<file path="src/rtl/hc595_pkg.sv">
// Shared types and defaults for the 74HC595 chain driver.
package hc595_pkg;

    typedef enum logic [1:0] {
        IDLE  = 2'd0,
        SHIFT = 2'd1,
        LATCH = 2'd2
    } hc595_state_e;

    localparam int unsigned DEF_DATA_W      = 16;
    localparam int unsigned DEF_CLK_DIV     = 4;
    localparam bit          DEF_MSB_FIRST   = 1'b1;
    localparam int unsigned DEF_REFRESH_CYC = 1000000;

    // Counter width able to hold 0..n-1, never narrower than one bit.
    function automatic int unsigned cnt_w(input int unsigned n);
        return (n > 1) ? $clog2(n) : 1;
    endfunction

endpackage

</file>
<file path="src/rtl/hc595_tick_gen.sv">
// Half-period prescaler: tick_o pulses every CLK_DIV enabled cycles, restarts on clr_i.
module hc595_tick_gen
    import hc595_pkg::*;
#(
    parameter int unsigned CLK_DIV = DEF_CLK_DIV
) (
    input  logic clk_i,
    input  logic rst_i,
    input  logic en_i,
    input  logic clr_i,
    output logic tick_o
);

    localparam int unsigned       PH_W    = cnt_w(CLK_DIV);
    localparam logic [PH_W-1:0]   PH_LAST = PH_W'(CLK_DIV - 1);

    logic [PH_W-1:0] ph_q, ph_d;

    // NOTE: ph_d gets a default before any branch so this block can never infer a latch.
    always_comb begin
        ph_d = ph_q;
        if (clr_i) begin
            ph_d = '0;
        end else if (en_i) begin
            ph_d = (ph_q == PH_LAST) ? '0 : ph_q + 1'b1;
        end
    end

    // NOTE: registers use non-blocking assignments so every flop samples pre-edge values.
    always_ff @(posedge clk_i) begin
        if (rst_i) begin
            ph_q <= '0;
        end else begin
            ph_q <= ph_d;
        end
    end

    assign tick_o = en_i && (ph_q == PH_LAST);

endmodule

</file>
<file path="src/rtl/hc595_chain_drv.sv">
// Serial driver for a chain of 74HC595s: shifts a DATA_W word out on DS/SH_CP, then pulses ST_CP.
// Define HC595_REFRESH_EN to re-send the last accepted word after REFRESH_CYC idle cycles.
module hc595_chain_drv
    import hc595_pkg::*;
#(
    parameter int unsigned DATA_W      = DEF_DATA_W,
    parameter int unsigned CLK_DIV     = DEF_CLK_DIV,
    parameter bit          MSB_FIRST   = DEF_MSB_FIRST,
    parameter int unsigned REFRESH_CYC = DEF_REFRESH_CYC
) (
    input  logic              Clk,
    input  logic              Rst,
    input  logic [DATA_W-1:0] In_data,
    input  logic              In_valid,
    output logic              In_ready,
    output logic              Busy,
    output logic              SH_CP,
    output logic              ST_CP,
    output logic              DS
);

    if (DATA_W == 0 || CLK_DIV == 0 || REFRESH_CYC == 0) begin : g_param_err
        $error("hc595_chain_drv: DATA_W, CLK_DIV and REFRESH_CYC must be >= 1");
    end

    localparam int unsigned      BIT_W    = cnt_w(DATA_W + 1);
    localparam logic [BIT_W-1:0] BIT_LAST = BIT_W'(DATA_W - 1);

    hc595_state_e      state_q;
    logic [DATA_W-1:0] sr_q, sr_d, load_word;
    logic [BIT_W-1:0]  bit_q;
    logic              sh_cp_q, st_cp_q, ds_q;
    logic              accept, refresh, start, tick;

    function automatic logic first_bit(input logic [DATA_W-1:0] w);
        return MSB_FIRST ? w[DATA_W-1] : w[0];
    endfunction

    assign In_ready = (state_q == IDLE) && !Rst;
    assign accept   = In_valid && In_ready;
    assign start    = accept || refresh;

`ifdef HC595_REFRESH_EN
    localparam int unsigned       IDLE_W    = cnt_w(REFRESH_CYC);
    localparam logic [IDLE_W-1:0] IDLE_LAST = IDLE_W'(REFRESH_CYC - 1);

    logic [DATA_W-1:0] hold_q;
    logic              has_data_q;
    logic [IDLE_W-1:0] idle_cnt_q;

    // NOTE: hold_q carries no reset; has_data_q keeps it from being used before the first accept.
    always_ff @(posedge Clk) begin
        if (accept) begin
            hold_q <= In_data;
        end
    end

    always_ff @(posedge Clk) begin
        if (Rst) begin
            has_data_q <= 1'b0;
            idle_cnt_q <= '0;
        end else begin
            if (accept) begin
                has_data_q <= 1'b1;
            end
            if (start) begin
                idle_cnt_q <= '0;
            end else if (state_q == IDLE && has_data_q) begin
                idle_cnt_q <= idle_cnt_q + 1'b1;
            end
        end
    end

    assign refresh   = (state_q == IDLE) && has_data_q && (idle_cnt_q == IDLE_LAST);
    assign load_word = accept ? In_data : hold_q;
`else
    assign refresh   = 1'b0;
    assign load_word = In_data;
`endif

    always_comb begin
        sr_d = MSB_FIRST ? (sr_q << 1) : (sr_q >> 1);
    end

    hc595_tick_gen #(
        .CLK_DIV (CLK_DIV)
    ) u_tick_gen (
        .clk_i  (Clk),
        .rst_i  (Rst),
        .en_i   (state_q != IDLE),
        .clr_i  (start),
        .tick_o (tick)
    );

    // A SHIFT tick with SH_CP low raises it; a tick with SH_CP high ends the bit.
    always_ff @(posedge Clk) begin
        if (Rst) begin
            state_q <= IDLE;
            sr_q    <= '0;
            bit_q   <= '0;
            sh_cp_q <= 1'b0;
            st_cp_q <= 1'b0;
            ds_q    <= 1'b0;
        end else begin
            case (state_q)
                IDLE: begin
                    if (start) begin
                        state_q <= SHIFT;
                        sr_q    <= load_word;
                        bit_q   <= '0;
                        ds_q    <= first_bit(load_word);
                        sh_cp_q <= 1'b0;
                    end
                end
                SHIFT: begin
                    if (tick) begin
                        if (!sh_cp_q) begin
                            sh_cp_q <= 1'b1;
                        end else begin
                            sh_cp_q <= 1'b0;
                            if (bit_q == BIT_LAST) begin
                                state_q <= LATCH;
                                ds_q    <= 1'b0;
                                st_cp_q <= 1'b1;
                            end else begin
                                bit_q <= bit_q + 1'b1;
                                sr_q  <= sr_d;
                                ds_q  <= first_bit(sr_d);
                            end
                        end
                    end
                end
                LATCH: begin
                    if (tick) begin
                        st_cp_q <= 1'b0;
                        state_q <= IDLE;
                    end
                end
                default: state_q <= IDLE;
            endcase
        end
    end

    assign Busy  = (state_q != IDLE);
    assign SH_CP = sh_cp_q;
    assign ST_CP = st_cp_q;
    assign DS    = ds_q;

endmodule
</file>
<file path="config.mk">
export PLATFORM = sky130hd
export DESIGN_NAME = hc595_chain_drv
export DESIGN_NICKNAME = d
export VERILOG_FILES = /design/src/rtl/hc595_pkg.sv /design/src/rtl/hc595_tick_gen.sv /design/src/rtl/hc595_chain_drv.sv
export SDC_FILE = /design/constraint.sdc
export NUM_CORES = 1
export LEC_CHECK = 0
export BUFFER_PORTS_ARGS = -buffer_cell sky130_fd_sc_hd__clkbuf_2
export CORE_UTILIZATION = 60
export DETAILED_ROUTE_END_ITERATION = 12
export PLACE_DENSITY_LB_ADDON = 0.1
export REMOVE_ABC_BUFFERS = 1
export SYNTH_ARGS = -nofsm -noshare
export SYNTH_HDL_FRONTEND = slang
export SYNTH_SLANG_ARGS = --single-unit
</file>
<file path="constraint.sdc">
create_clock -name Clk -period 4.5 [get_ports Clk]
set_clock_uncertainty 0.05 [all_clocks]
set_input_delay 0.45 -clock Clk [delete_from_list [all_inputs] [get_ports Clk]]
set_output_delay 0.45 -clock Clk [all_outputs]
set_load 0.005 [all_outputs]
</file>
==> results, run 1 <==
- The H-tree depth is 1.
- The share of cells above drive strength 1 is 30.7%.
- The data arrival time at the worst-slack endpoint is 3.11 ns.
- The floorplan has 17 rows.
- The type of element capturing the critical path is a register.
- The synthesized netlist occupies a cell area of 0.00152 mm^2.
- Once placement completed, the tool counted placed cells totaling 200.
- In the global route stage, overall resource usage came out at 22.9%.
- The Yosys step of the flow raised 0 warnings.
- The number of pins exceeding their max-slew limit in the final report is 0.
- The clock period could shrink to 2.90 ns.
- The root buffer selected by CTS is sky130_fd_sc_hd__clkbuf_4.
- The final non-filler cell area is 0.00162 mm^2.
- Measured against its own limit, the worst slew margin works out to 29.2%.
- STA classifies the critical path startpoint as a register.
- After clock tree synthesis, the clock-pin slew on the worst setup and hold paths is 0.15 ns.
- In this run, synthesis produced a sequential element count of 27.
- The die covers 0.00273 mm^2.
- The final count of negative-setup-slack endpoints is 0.
- The count of unique library cells instantiated by Yosys is 39.
- After detailed routing, the total wire length is 2840 um.
- The number of nets with antenna violations after detailed routing is 0.
- In the final timing run, aggregate negative setup slack is 0 ns.
- Once layout is complete, the cells apart from fillers number 204.
- Of the total power, the share spent switching nets is 25.9%.
- The number of antenna violations at the first check in global routing came to 0.
- The die is 52.3 um tall.
- Detailed placement ended at an HPWL of 1940 um.
- The detailed-route wire length per cell is 13.9 um.
- The flow ran to the end, and the final reports show no timing, DRC or antenna violations.
- The final design utilization is 70.6%.
- The placed cell area is 0.00160 mm^2.
- The longest clock path from root to sink contains 2 buffers.
- The first-pass GRT wire length is 4710 um.
- The I/O pin total is 24.
- The number of global-route vias before repair is 1112.
- TritonCTS built the clock tree.
- The number of buffers inserted by hold repair at cts is 0.
- The TritonCTS buffer count is 3.
- The number of instances resized during post-cts repair is 0.
- The DRC marker count from the first detailed-route iteration is 15.
- The net switching power figure is 0.111 mW.
- The clock network power share is 24.6%.
- The region available for standard cell placement spans 0.00230 mm^2.
- The initial utilization of the core area, before any placement, comes to 66.1%.
- The number of hold violations in the final report is 0.
- Setup repair after global routing left no endpoint under its margin.
- The TritonCTS sink count is 27.
- Registers are responsible for 60.8% of the overall power.
- The type of the most critical hold path is in2reg.
- The number of I/O port buffers is 23.
- The mean post-synth cell area is 9.31 um^2.
- Summed over all cells, the static leakage comes to 0.606 nW.
- The final hold slack is 0.408 ns.
- The number of antenna diodes in the final layout is 0.
- The number of setup buffers added after CTS is 0.
- The peak fanout along the critical path is 30.
- Routability-driven placement finished with a final weighted congestion of 0.703.
- Clock latency on the worst-skew pair, taken at its later pin, is 0.32 ns.
- The DRC violations left is 0.
- Static timing analysis puts the maximum clock frequency at 345 MHz.
- In the synthesized netlist the dominant register cell turns out to be sky130_fd_sc_hd__dfxtp_1.
- For this design the ratio of total power to cell area is 264 mW/mm^2.
- The first-pass iteration count of the detailed router is 4.
- The total grt overflow is 0.
- The largest net degree at the start of global routing is 32.
- The internal power component is 0.318 mW.
- At the worst endpoint, the required time is 4.71 ns.
- The area growth from synthesis to layout is 6.93%.
- The share of synthesized area occupied by flip-flops and latches is 35.6%.
- In this run, synthesis inferred 0 flip-flops with an integrated enable.
- After detailed routing, the number of vias per cell comes to 5.83.
- The maximum ir drop on the vdd rail is 0.000154 V.
- Counting every instance in the synthesized netlist gives 163.
- The total number of vias is 1189.
- In this run, the combinational gates consume 14.6% of the power.
- The chip width is 52.3 um.
- The count of max-cap constraint violations is 0.
- Dividing the final minimum period by the clock period gives 64.5%.
- The worst-margin pin slew is 1.06 ns.
- The category of the most critical setup path is reg2reg.
- The final layout net count is 200.
- The share of async-settable or async-resettable flops after synthesis is 0%.
## synth_stat cells, drive strengths merged, types with 3 or more instances
library cell | count | area (um^2)
a211oi | 29 | 268
buf | 7 | 46.3
nor2 | 4 | 15.0
nor2b | 3 | 18.8
inv | 21 | 78.8
ha | 4 | 50.1
a21oi | 8 | 40.0
clkbuf | 7 | 26.3
nand3 | 3 | 15.0
dfxtp | 27 | 541
nand2b | 3 | 18.8
mux2 | 14 | 158
o21ai | 5 | 25.0
o32ai | 3 | 26.3
## cell usage in the layout, fill, tap and decap left out, drive strengths merged
cell	instances
nand3b	2
nand4	1
nor2b	3
clkbuf	26
mux2	14
o21ai	5
or2	2
inv	21
a21oi	8
nor2	4
nor3b	1
or3	1
and3b	1
dfxtp	27
and3	1
nand2	2
ha	4
nor3	1
or4	1
and4b	1
a2111oi	1
a21o	2
nor4bb	1
clkinv	1
a221oi	2
o32ai	3
o22ai	1
nand4b	1
a211oi	29
nand3	3
or2b	1
nand2b	3
or3b	2
## kinds of logic after synthesis
group           synth area share, %
compound gates                 27.3
fa+ha+maj                      3.30
buf+inv                        9.98
flops                          35.6
mux                            10.4
simple gates                   13.4
## state kept, by name, indices dropped and copies added, names as in the netlist
| register | flops |
|---|---|
| sr_q | 15 |
| ST_CP | 1 |
| DS | 1 |
| state_q | 2 |
| SH_CP | 1 |
| u_tick_gen.ph_q | 2 |
| bit_q | 5 |
## area by class of cell
class / count / area [um^2]
inverter: 21 / 78.8
tap: 28 / 35.0
clock buffer: 3 / 22.5
clock inverter: 1 / 5.00
sequential: 27 / 541
multi-input combinational: 101 / 826
timing repair buffer: 23 / 115
fill: 188 / 674
## worst max-delay path: stages, from the launching register on
cell and delay, ns:
sky130_fd_sc_hd__dfxtp_1 1.05, sky130_fd_sc_hd__nand4b_1 0.91, sky130_fd_sc_hd__or4_1 0.74, sky130_fd_sc_hd__o21ai_0 0.08
## worst paths after layout
check / from / endpoint / slack (ns) / cells past startpoint
worst min register to register: sr_q[8] / sr_q[8] / 0.42 / 2
worst max register to register: state_q[0] / bit_q[3] / 1.60 / 3
worst max-delay path: state_q[0] / bit_q[3] / 1.60 / 3
worst min-delay path: In_valid / u_tick_gen.ph_q[1] / 0.41 / 3
## per-stage QoR
stage	worst slack [ns]	total power, mW
final	1.60	0.429
after floorplan	2.18	0.306
after global routing	1.36	0.450
after CTS	1.61	0.432
after global placement	1.73	0.325
after detailed placement	1.65	0.329
## layer usage
metal / track usage, % / part of all wire, % / vias to the layer above
li1: - / - / 620
met3: 3.19 / 2.6 / 2
met2: 39.5 / 49 / 12
met4: 5.26 / 0.46 / 0
met5: 0 / 0 / -
met1: 29.8 / 48 / 555
## power groups by stage
stage	clock, mW	sequential [mW]	combinational, mW
global placement	0	0.265	0.0599
CTS	0.108	0.261	0.0630
finish	0.105	0.261	0.0625
floorplan	0	0.263	0.0427
global route	0.118	0.263	0.0691
detailed placement	0	0.266	0.0627
Power figures use the tool's default switching activity.
==> inputs of run 2 (changes only) <==
- CORE_UTILIZATION: 60 -> 50
- clock period: 4.5 -> 2.4 ns (I/O delays scaled with it)
==> run 2 against run 1 <==
Against the previous run: global-route usage down 2.7 points; the run now ends with design-rule violations left; combinational power rose by 110%; hold slack lost 0.22 ns; die area grew 19%; critical path type unchanged; sequential share of layout area fell by 0.65 points; worst setup slack worse by 1.3 ns; wire length increased by 2.0%; highest routed layer unchanged.
==> results, run 2 (synthesis gave the netlist of run 1 again) <==
- The required time of the critical path was 2.62 ns (was 4.71 ns).
- The effective utilization at floorplan came to 54.1% (was 66.1%).
- The DRC violations left is 4 (was 0).
- The share of power burned in registers came to 59.2% (was 60.8%).
- The final layout net count is 204 (was 200).
- The peak fanout along the critical path is 21 (was 30).
- The clock network power share is 24.9% (was 24.6%).
- The summed negative setup slack over all endpoints came to 0 ns (unchanged).
- The floorplan die height is 57.1 um (was 52.3 um).
- The minimum setup slack in the final design is 0.320 ns (was 1.60 ns).
- The TritonCTS buffer count came to 3 (unchanged).
- The combinational fraction of design power is 15.9% (was 14.6%).
- The antenna cell count was 0 (unchanged).
- The total routed wirelength came to 2900 um (was 2840 um).
- The HPWL reported at the end of detailed placement was 1930 um (was 1940 um).
- The overall power consumption was 0.808 mW (was 0.429 mW).
- The growth of design area from synthesis to finish is 9.07% (was 6.93%).
- The total number of vias is 1235 (was 1189).
- The internal power component came to 0.601 mW (was 0.318 mW).
- The net switching power figure is 0.208 mW (was 0.111 mW).
- The area of the core is 0.00281 mm^2 (was 0.00230 mm^2).
- The number of I/O port buffers is 23 (unchanged).
- The maximum buffer depth of the clock tree is 2 (unchanged).
- The final design utilization is 59.0% (was 70.6%).
- The total grt overflow was 0 (unchanged).
- The routability congestion estimate is 0.753 (was 0.703).
- The number of hold violations in the final report came to 0 (unchanged).
- Registers with the most flip-flops: sr_q (15), bit_q (5) (unchanged).
- The number of flip-flops under the largest register name was 15 (unchanged).
- The leakage power is 0.623 nW (was 0.606 nW).
- The checks that failed: design-rule violations.
- Commonest non-fill, non-tap cells in the layout: sky130_fd_sc_hd__dfxtp_1 (27), sky130_fd_sc_hd__clkbuf_2 (23), sky130_fd_sc_hd__inv_1 (21) (unchanged).
- The share of the clock period used by the worst path is 86.6% (was 64.5%).
- Among the stages of the critical path, the cell type that occurs most often is sky130_fd_sc_hd__ha_1.
- The share of cells above drive strength 1 is 31.7% (was 30.7%).
- The dominant delay contributor by cell family on the critical path is simple AND/OR/NAND/NOR gates (unchanged).
- The maximum ir drop on the vdd rail is 0.000252 V (was 0.000154 V).
- The largest net degree at the start of global routing is 30 (was 32).
- The data arrival time at the worst-slack endpoint was 2.30 ns (was 3.11 ns).
- The most common library cell in the layout ignoring fill and taps is sky130_fd_sc_hd__dfxtp_1 (unchanged).
- The chip width is 57.1 um (was 52.3 um).
- The final count of negative-setup-slack endpoints is 0 (unchanged).
- The H-tree depth is 1 (unchanged).
- The kind of start point of the critical path is a register (unchanged).
- The first-pass iteration count of the detailed router is 8 (was 4).
- The placed cell area came to 0.00163 mm^2 (was 0.00160 mm^2).
- The timing-limited maximum frequency is 481 MHz (was 345 MHz).
- The standard-cell row count was 19 (was 17).
- The die outline area came to 0.00326 mm^2 (was 0.00273 mm^2).
- The clock-pin transition on the worst setup and hold timing paths is 0.14 ns (was 0.15 ns).
- The first-pass GRT wire length is 5200 um (was 4710 um).
- Outcome: finished, violations left (was finished clean).
- The number of instances resized during post-cts repair came to 0 (unchanged).
- The DRC marker count from the first detailed-route iteration is 29 (was 15).
- The number of antenna violations at the first check in global routing is 0 (unchanged).
- The count of max-cap constraint violations was 0 (unchanged).
- The minimum clock period after layout is 2.08 ns (was 2.90 ns).
- The overall track demand over capacity in global routing was 20.1% (was 22.9%).
- The most flop-heavy register is sr_q (unchanged).
- The detailed-route wire length per cell is 13.7 um (was 13.9 um).
- The highest cell delay on the worst timing path was 0.50 ns (was 1.05 ns).
- The number of standard cells in the final layout excluding fillers is 211 (was 204).
- The number of global-route vias before repair was 1170 (was 1112).
- The routed via count divided by cell count was 5.85 (was 5.83).
- The slowest cell on the critical path is sky130_fd_sc_hd__or4_1 (was sky130_fd_sc_hd__dfxtp_1).
- The number of nets with antenna violations after detailed routing is 0 (unchanged).
- The TritonCTS sink count was 27 (unchanged).
- The type of element capturing the critical path was a register (unchanged).
- The clock latency reported for the late side of the worst-skew pair is 0.32 ns (about the same).
- The final hold slack is 0.186 ns (was 0.408 ns).
- The power density normalized to cell area came to 488 mW/mm^2 (was 264 mW/mm^2).
- The root buffer selected by CTS is sky130_fd_sc_hd__clkbuf_4 (unchanged).
- The I/O pin total came to 24 (unchanged).
- The number of setup buffers added after CTS is 0 (unchanged).
- The number of buffers inserted by hold repair at cts was 0 (unchanged).
- The category of the most critical setup path is reg2reg (unchanged).
- The total buffers and inverters traversed by the critical path is 1 (was 0).
- The worst-margin pin slew is 0.632 ns (was 1.06 ns).
- The type of the most critical hold path is in2reg (unchanged).
- Unrepaired setup endpoints after global routing: no (unchanged).
- The worst max-slew margin expressed relative to the limit is 57.9% (was 29.2%).
- The final non-filler cell area was 0.00166 mm^2 (was 0.00162 mm^2).
- The switching part of the total is 25.7% (was 25.9%).
- The TritonCTS clock tree is built (unchanged).
- Ordered cell list for the critical path: ha_1, and3_1, ha_1, nand4b_1, buf_4, or4_1, o21ai_0 (was nand4b_1, or4_1, o21ai_0).
- The cell total after placement is 207 (was 200).
- The total of fill cells in the finished design was 277 (was 188).
- The number of pins exceeding their max-slew limit in the final report is 0 (unchanged).
- The pre-CTS setup slack is 0.343 ns (was 1.65 ns).
[run 2: changes by cell type in the layout (fill, tap and decap cells not counted)]
cell	previous run	this run
sky130_fd_sc_hd__buf_4	0	4
sky130_fd_sc_hd__clkbuf_1	0	1
sky130_fd_sc_hd__clkinv_2	1	0
[run 2: routing by layer]
layer  vias up  routed length [um]  GRT usage, %
met1       583                1370          26.8
met5         -                   0             0
met4         0                  36          7.32
met3         4                  89          2.95
li1        629                   -             -
met2        19                1400          33.4
[run 2: layout make-up]
type                    count  area, um^2  share of cell area (%)
flip-flops and latches     27         541                    32.7
repair buffers             27         145                    8.77
clock buffers               4        26.3                    1.59
inverters                  21        78.8                    4.76
well taps                  31        38.8                    2.34
multi-input cells         101         826                    49.9
[run 2: path summary, 6_finish.rpt]
path,from,end,slack (ns),depth (start not counted)
worst max-delay path,bit_q[0],bit_q[3],0.32,7
worst min-delay path,In_valid,u_tick_gen.ph_q[0],0.19,3
worst max register to register,bit_q[0],bit_q[3],0.32,7
worst min register to register,sr_q[9],sr_q[9],0.41,2
[run 2: worst register-to-register path, stage by stage (launching register included)]
cell                       delay [ns]
sky130_fd_sc_hd__dfxtp_1         0.36
sky130_fd_sc_hd__ha_1            0.21
sky130_fd_sc_hd__and3_1          0.20
sky130_fd_sc_hd__ha_1            0.22
sky130_fd_sc_hd__nand4b_1        0.17
sky130_fd_sc_hd__buf_4           0.22
sky130_fd_sc_hd__or4_1           0.51
sky130_fd_sc_hd__o21ai_0         0.08
[run 2: power by group through the flow]
stage | sequential, mW | clock, mW | combinational (mW)
2_1_floorplan | 0.493 | 0 | 0.0801
3_3_place_gp | 0.487 | 0 | 0.127
3_5_place_dp | 0.489 | 0 | 0.130
4_1_cts | 0.479 | 0.210 | 0.130
5_1_grt | 0.481 | 0.229 | 0.143
6_report | 0.479 | 0.201 | 0.129
